===== src/rtl/instr_encoder_pkg.sv =====
// Shared types and constants for the instruction encoder: format enum, opcodes,
// per-format immediate limits and the immediate range-check helper.
package instr_encoder_pkg;

  typedef enum logic [2:0] {
    FMT_R = 3'd0,
    FMT_I = 3'd1,
    FMT_S = 3'd2,
    FMT_B = 3'd3,
    FMT_U = 3'd4,
    FMT_J = 3'd5
  } fmt_e;

  localparam logic [6:0] OPC_OP     = 7'h33;
  localparam logic [6:0] OPC_OP_IMM = 7'h13;
  localparam logic [6:0] OPC_STORE  = 7'h23;
  localparam logic [6:0] OPC_BRANCH = 7'h63;
  localparam logic [6:0] OPC_LUI    = 7'h37;
  localparam logic [6:0] OPC_JAL    = 7'h6f;

  localparam logic signed [31:0] IMM_I_MIN = -32'sd2048;
  localparam logic signed [31:0] IMM_I_MAX =  32'sd2047;
  localparam logic signed [31:0] IMM_S_MIN = -32'sd2048;
  localparam logic signed [31:0] IMM_S_MAX =  32'sd2047;
  localparam logic signed [31:0] IMM_B_MIN = -32'sd4096;
  localparam logic signed [31:0] IMM_B_MAX =  32'sd4094;
  localparam logic signed [31:0] IMM_J_MIN = -32'sd1048576;
  localparam logic signed [31:0] IMM_J_MAX =  32'sd1048574;

  // B and J offsets must also be even; U needs its low 12 bits clear.
  function automatic logic imm_in_range(input fmt_e fmt, input logic [31:0] imm);
    logic signed [31:0] simm;
    logic               ok;
    simm = signed'(imm);
    case (fmt)
      FMT_R:   ok = 1'b1;
      FMT_I:   ok = (simm >= IMM_I_MIN) && (simm <= IMM_I_MAX);
      FMT_S:   ok = (simm >= IMM_S_MIN) && (simm <= IMM_S_MAX);
      FMT_B:   ok = (simm >= IMM_B_MIN) && (simm <= IMM_B_MAX) && (imm[0] == 1'b0);
      FMT_U:   ok = (imm[11:0] == 12'd0);
      FMT_J:   ok = (simm >= IMM_J_MIN) && (simm <= IMM_J_MAX) && (imm[0] == 1'b0);
      default: ok = 1'b0;
    endcase
    return ok;
  endfunction

endpackage


===== src/rtl/instr_encoder_pack.sv =====
// Combinational field packing for all six formats plus legality flag.
// With IMM_RANGE_CHECK_EN defined, out-of-range immediates are flagged illegal.
module instr_pack
  import instr_encoder_pkg::*;
(
  input  logic [2:0]  fmt,
  input  logic [6:0]  opcode,
  input  logic [4:0]  rd,
  input  logic [4:0]  rs1,
  input  logic [4:0]  rs2,
  input  logic [2:0]  funct3,
  input  logic [6:0]  funct7,
  input  logic [31:0] imm,
  output logic [31:0] instr,
  output logic        legal
);

  fmt_e fmt_s;
  logic fmt_ok_s;
  logic range_ok_s;

  assign fmt_s = fmt_e'(fmt);

`ifdef IMM_RANGE_CHECK_EN
  assign range_ok_s = imm_in_range(fmt_s, imm);
`else
  assign range_ok_s = 1'b1;
`endif

  assign legal = fmt_ok_s && range_ok_s;

  // Format-dependent bit scatter; unused fields simply do not appear.
  always_comb begin
    instr    = 32'd0;
    fmt_ok_s = 1'b1;
    case (fmt_s)
      FMT_R:   instr = {funct7, rs2, rs1, funct3, rd, opcode};
      FMT_I:   instr = {imm[11:0], rs1, funct3, rd, opcode};
      FMT_S:   instr = {imm[11:5], rs2, rs1, funct3, imm[4:0], opcode};
      FMT_B:   instr = {imm[12], imm[10:5], rs2, rs1, funct3, imm[4:1], imm[11], opcode};
      FMT_U:   instr = {imm[31:12], rd, opcode};
      FMT_J:   instr = {imm[20], imm[10:1], imm[11], imm[19:12], rd, opcode};
      default: fmt_ok_s = 1'b0;
    endcase
  end

endmodule


===== src/rtl/instr_encoder.sv =====
// Instruction encoder top: packer, 2-entry in-order output FIFO, emit counter, err pulse.
// Optional immediate range checking is enabled by defining IMM_RANGE_CHECK_EN.
module instr_encoder
  import instr_encoder_pkg::*;
#(
  parameter int CNT_W = 16
) (
  input  logic             clk,
  input  logic             rst_n,
  input  logic             in_valid,
  output logic             in_ready,
  input  logic [2:0]       in_fmt,
  input  logic [6:0]       in_opcode,
  input  logic [4:0]       in_rd,
  input  logic [4:0]       in_rs1,
  input  logic [4:0]       in_rs2,
  input  logic [2:0]       in_funct3,
  input  logic [6:0]       in_funct7,
  input  logic [31:0]      in_imm,
  output logic             out_valid,
  input  logic             out_ready,
  output logic [31:0]      out_instr,
  output logic             err,
  output logic [CNT_W-1:0] instr_cnt
);

  logic [31:0]      word_s;
  logic             legal_s;
  logic             accept_s;
  logic             emit_s;
  logic             push_s;
  logic [1:0]       occ_r;
  logic [31:0]      slot0_r;
  logic [31:0]      slot1_r;
  logic             err_r;
  logic [CNT_W-1:0] cnt_r;

  instr_pack u_pack (
    .fmt    (in_fmt),
    .opcode (in_opcode),
    .rd     (in_rd),
    .rs1    (in_rs1),
    .rs2    (in_rs2),
    .funct3 (in_funct3),
    .funct7 (in_funct7),
    .imm    (in_imm),
    .instr  (word_s),
    .legal  (legal_s)
  );

  assign in_ready  = (occ_r < 2'd2);
  assign out_valid = (occ_r != 2'd0);
  assign out_instr = slot0_r;
  assign err       = err_r;
  assign instr_cnt = cnt_r;

  assign accept_s = in_valid && in_ready;
  assign emit_s   = out_valid && out_ready;
  assign push_s   = accept_s && legal_s;

  // slot0 is always the head; push+emit only occurs at occupancy 1.
  always_ff @(posedge clk or negedge rst_n) begin
    if (!rst_n) begin
      occ_r   <= 2'd0;
      slot0_r <= 32'd0;
      slot1_r <= 32'd0;
      err_r   <= 1'b0;
      cnt_r   <= '0;
    end else begin
      err_r <= accept_s && !legal_s;
      if (emit_s) begin
        cnt_r <= cnt_r + CNT_W'(1);
      end
      case ({push_s, emit_s})
        2'b10: begin
          if (occ_r == 2'd0) begin
            slot0_r <= word_s;
          end else begin
            slot1_r <= word_s;
          end
          occ_r <= occ_r + 2'd1;
        end
        2'b01: begin
          slot0_r <= slot1_r;
          occ_r   <= occ_r - 2'd1;
        end
        2'b11:   slot0_r <= word_s;
        default: ;
      endcase
    end
  end

endmodule


===== config.mk =====
export PLATFORM = sky130hd
export DESIGN_NAME = instr_encoder
export DESIGN_NICKNAME = d
export VERILOG_FILES = /design/src/rtl/instr_encoder_pkg.sv /design/src/rtl/instr_encoder_pack.sv /design/src/rtl/instr_encoder.sv
export SDC_FILE = /design/constraint.sdc
export NUM_CORES = 1
export LEC_CHECK = 0
export ABC_AREA = 1
export CAP_MARGIN = 20
export CORE_AREA = 2 2 104 106
export DETAILED_ROUTE_END_ITERATION = 8
export DIE_AREA = 0 0 106 108
export PLACE_DENSITY_LB_ADDON = 0.15
export SYNTH_ARGS = -nofsm -noshare
export SYNTH_HDL_FRONTEND = slang
export SYNTH_SLANG_ARGS = --single-unit

===== constraint.sdc =====
create_clock -name clk -period 1.82 [get_ports clk]
set_input_delay 0.182 -clock clk [delete_from_list [all_inputs] [get_ports clk]]
set_output_delay 0.182 -clock clk [all_outputs]
set_load 0.02 [all_outputs]

==> results by group, run 1 <==
Worst setup path
  • CP required: ~1600 ps
  • Critical path, cell by cell: inv_1 > clkdlybuf4s50_1
  • R2r setup slk: around 200 ps
  • Crit path buf inv count: 2
  • Worst Path Class, Setup: flip-flop to output pin
  • CP startpoint kind: flip-flop
  • Kind of cell adding the most delay to the critical path: buffers and inverters
  • Arrival time at the worst endpoint: around 1600 ps
  • Worst path max stage delay: between 600 and 700 ps
  • Top fanout value on the critical path: 5
  • Critical R2R Capture: slot1_r[4]
  • Origin of the critical flop-to-flop path: occ_r[1]
  • Slowest stage cell on the critical path: sky130_fd_sc_hd__clkdlybuf4s50_1
  • FF-to-FF path depth: 8
  • Crit. End Element: output pin

Power
  • Peak supply drop: 0.976 mV
  • P_leak: between 2 and 3 nW
  • Total power per unit cell area: 1370 nW/um2
  • Overall power of the completed layout: 8.36 mW

Detailed routing
  • Wire per inst: around 14 um
  • Total number of vias: between 4,000 and 5,000
  • Routed WL: between 10,000 and 15,000 um
  • Vias per cell: between 4 and 5
  • DR iter-0 viols: 202
  • Number of nets still failing antenna checks after routing: 0
  • Number of iterations in the first detailed-routing pass: 5
  • Post-detailed-route DRC marker count: 0

Layout
  • Nets: a little under 800
  • Number of diodes: 0
  • Fraction of final layout cells sized beyond drive strength 1: 11.8%
  • Layout-stage area growth over the synthesis result: 38.3%
  • Number of filler instances in the final layout: between 800 and 900

Yosys
  • Most frequent cell after synthesis: sky130_fd_sc_hd__nand2_1
  • Yosys cell types: 32
  • Total of flip-flops plus latches after synthesis: 83
  • Post-synth top area share: ~47%
  • Top post-synthesis cells by count: 214 x sky130_fd_sc_hd__nand2_1, 83 x sky130_fd_sc_hd__dfrtp_1, 44 x sky130_fd_sc_hd__o21ai_0, 35 x sky130_fd_sc_hd__nand3_1, 30 x sky130_fd_sc_hd__inv_1
  • Leading register cell type out of synthesis: sky130_fd_sc_hd__dfrtp_1
  • Number of nets in the synthesized netlist: 638
  • Count of warnings emitted by yosys: 0
  • Largest cells by area after synthesis: sky130_fd_sc_hd__dfrtp_1 47%, sky130_fd_sc_hd__nand2_1 18%, sky130_fd_sc_hd__o21ai_0 5.0%
  • Gate Count Post-Synth: between 500 and 600
  • Async S/R FF share, synth: between 90% and 100%
  • Share of synthesized area occupied by flip-flops and latches: 46.9%
  • Area leader, netlist: sky130_fd_sc_hd__dfrtp_1
  • Post-Synthesis Cell Area: about 4400 um2
  • Number of enable flip-flop cells after synthesis: 0
  • Average size of a mapped cell: ~8 um2

Floorplan
  • Site row count: 37
  • Ports: 122
  • Floorplan die height: approximately 110 um
  • Overall die area: between 10,000 and 15,000 um2
  • Core footprint: between 10,000 and 15,000 um2
  • Die X-Extent: around 110 um
  • Initial cell density of the core: a little over two fifths

STA
  • RSZ-0062 raised after global routing: no
  • Clock period minus worst slack: roughly 1800 ps
  • Worst clock skew on the final layout: 9.80 ps
  • Hold violation total from the final report: 0
  • Remaining max-slew budget at the tightest pin: 63.7%
  • Final hold slack: between 300 and 400 ps
  • Max-slew violation total from the final report: 0
  • Share of the clock period used by the worst path: 96.3%
  • Post-route setup slack: about 68 ps
  • Maximum achievable frequency: about 0.57 GHz
  • Transition time at the pin with the least slew margin: between 500 and 600 ps
  • Setup_tns: 0 ps
  • Final setup violation count: 0

Clock network
  • Clk sinks: between 80 and 90
  • Post-CTS Setup Bufs: 0
  • Number of CTS-inserted buffers: 9
  • Clock tree from TritonCTS: built
  • Clock edge transition at the registers on the reported setup and hold paths: approximately 90 ps
  • Largest buffer count on any clock path: 2
  • Clock latency at the later pin of the worst-skew pair: about 350 ps
  • Clk Tree Root Cell: sky130_fd_sc_hd__clkbuf_8
  • Count of H-tree levels built during CTS: 3

Placed design
  • Routability congestion estimate from global placement: between 0.9 and 1
  • # port buffers: 121
  • Placed wire-length estimate: 8480 um
  • Dpl ws: -118 ps

Status
  • Outcome: finished, final reports clean

Global routing
  • Global router's overall resource usage: between 20% and 30%
  • Maximum number of pins on one net before global-route repair: 41
  • Via count of the first global-routing pass: between 3,000 and 4,000
  • Initial antenna violation count: 0
  • Global-route wire length before repair: approximately 19,000 um
  • Global-route congestion overflow total: 0

Flow run
  • Number of maximum-capacitance constraint violations: 0

Hold path
  • Worst Hold Class: input pin to asynchronous set/reset pin
[area by class of cell]
| cell class | instances | area (um2) | share of cell area, % |
|---|---|---|---|
| Clock inverter | 5 | 77.6 | 1.27 |
| Timing Repair Buffer | 152 | 1490 | 24.4 |
| Tap cell | 136 | 170 | 2.78 |
| Inverter | 38 | 155 | 2.54 |
| Clock buffer | 10 | 138 | 2.25 |
| Sequential cell | 83 | 2080 | 33.9 |
| Multi-Input combinational cell | 417 | 2010 | 32.8 |
[power breakdown]
part	internal, mW	switching [mW]
Clock	0.798	0.663
Combinational	1.74	2.09
Sequential	2.59	0.485
[placed cells by master, fill, tap and decap left out, drive strengths merged]
| cell type | count |
|---|---|
| nand2 | 218 |
| clkdlybuf4s50 | 119 |
| dfrtp | 83 |
| o21ai | 73 |
| inv | 38 |
| nand3 | 36 |
| nor2 | 36 |
| buf | 31 |
| a21oi | 15 |
| nand4 | 12 |
| clkbuf | 10 |
| xor2 | 7 |
| nor3 | 7 |
| xnor2 | 5 |
| ha | 3 |
| a31oi | 2 |
| bufinv | 2 |
| clkinv | 2 |
| and2 | 1 |
| a21boi | 1 |
| or2 | 1 |
| clkinvlp | 1 |
| dlygate4sd3 | 1 |
| dlygate4sd2 | 1 |
[what timing repair did]
action	CTS	global route
pin swaps	0	0
hold endpoints to repair	38	0
endpoints found under the setup margin	1	13
hold buffers	1	0
gates resized for setup	1	1
[metrics by stage]
step | std cells | instance area (um2) | util [%]
2_1_floorplan | 564 | 4430 | -
6_report | 841 | 6120 | 59.8
4_1_cts | 841 | 6110 | 59.8
3_3_place_gp | 825 | 5890 | 57.6
3_5_place_dp | 825 | 5890 | 57.6
5_1_grt | 841 | 6120 | 59.8
[per-layer routing]
metal  track usage [%]  wire length (um)
met4              6.02               139
met2              32.5              5150
met3              4.40               569
met1              30.0              5620
met5                 0                 0
[registers in the layout, summed over array words and instances, names as in the netlist]
signal and count:
slot1_r 32, instr_cnt 16, occ_r 2, err 1
out_instr 32
[logic make-up after synthesis]
kind of cell / after synthesis / share of synthesized area (%)
xor gates and xnor gates: 12 / 2.37
DFF: 83 / 46.9
buffers and inverters: 64 / 7.86
and+or+nand+nor: 311 / 30.5
adders and majority gates: 3 / 0.848
AOI/OAI and AO/OA: 91 / 11.5
[worst max path at each step]
| stage | startpoint | to | slack [ps] | cells after the start |
|---|---|---|---|---|
| 6_report | occ_r[1] | in_ready | 70 | 2 |
| 5_1_grt | occ_r[1] | in_ready | 1 | 2 |
| 4_1_cts | occ_r[1] | in_ready | 60 | 2 |
| 3_5_place_dp | in_fmt[2] | out_instr[12] | -120 | 9 |
| 3_3_place_gp | in_fmt[1] | out_instr[31] | -90 | 11 |
| 2_1_floorplan | in_fmt[2] | occ_r[1] | 30 | 11 |
Note: power is estimated with default switching activity, not from simulation.
==> run 2, diff against run 1 <==
--- a/config.mk
+++ b/config.mk
@@ -6,7 +6,6 @@
 export NUM_CORES = 1
 export LEC_CHECK = 0
 export ABC_AREA = 1
-export CAP_MARGIN = 20
 export CORE_AREA = 2 2 104 106
 export DETAILED_ROUTE_END_ITERATION = 8
 export DIE_AREA = 0 0 106 108
==> results of run 2 <==
No change in the layout: final DEF, timing and power equal those of run 1.
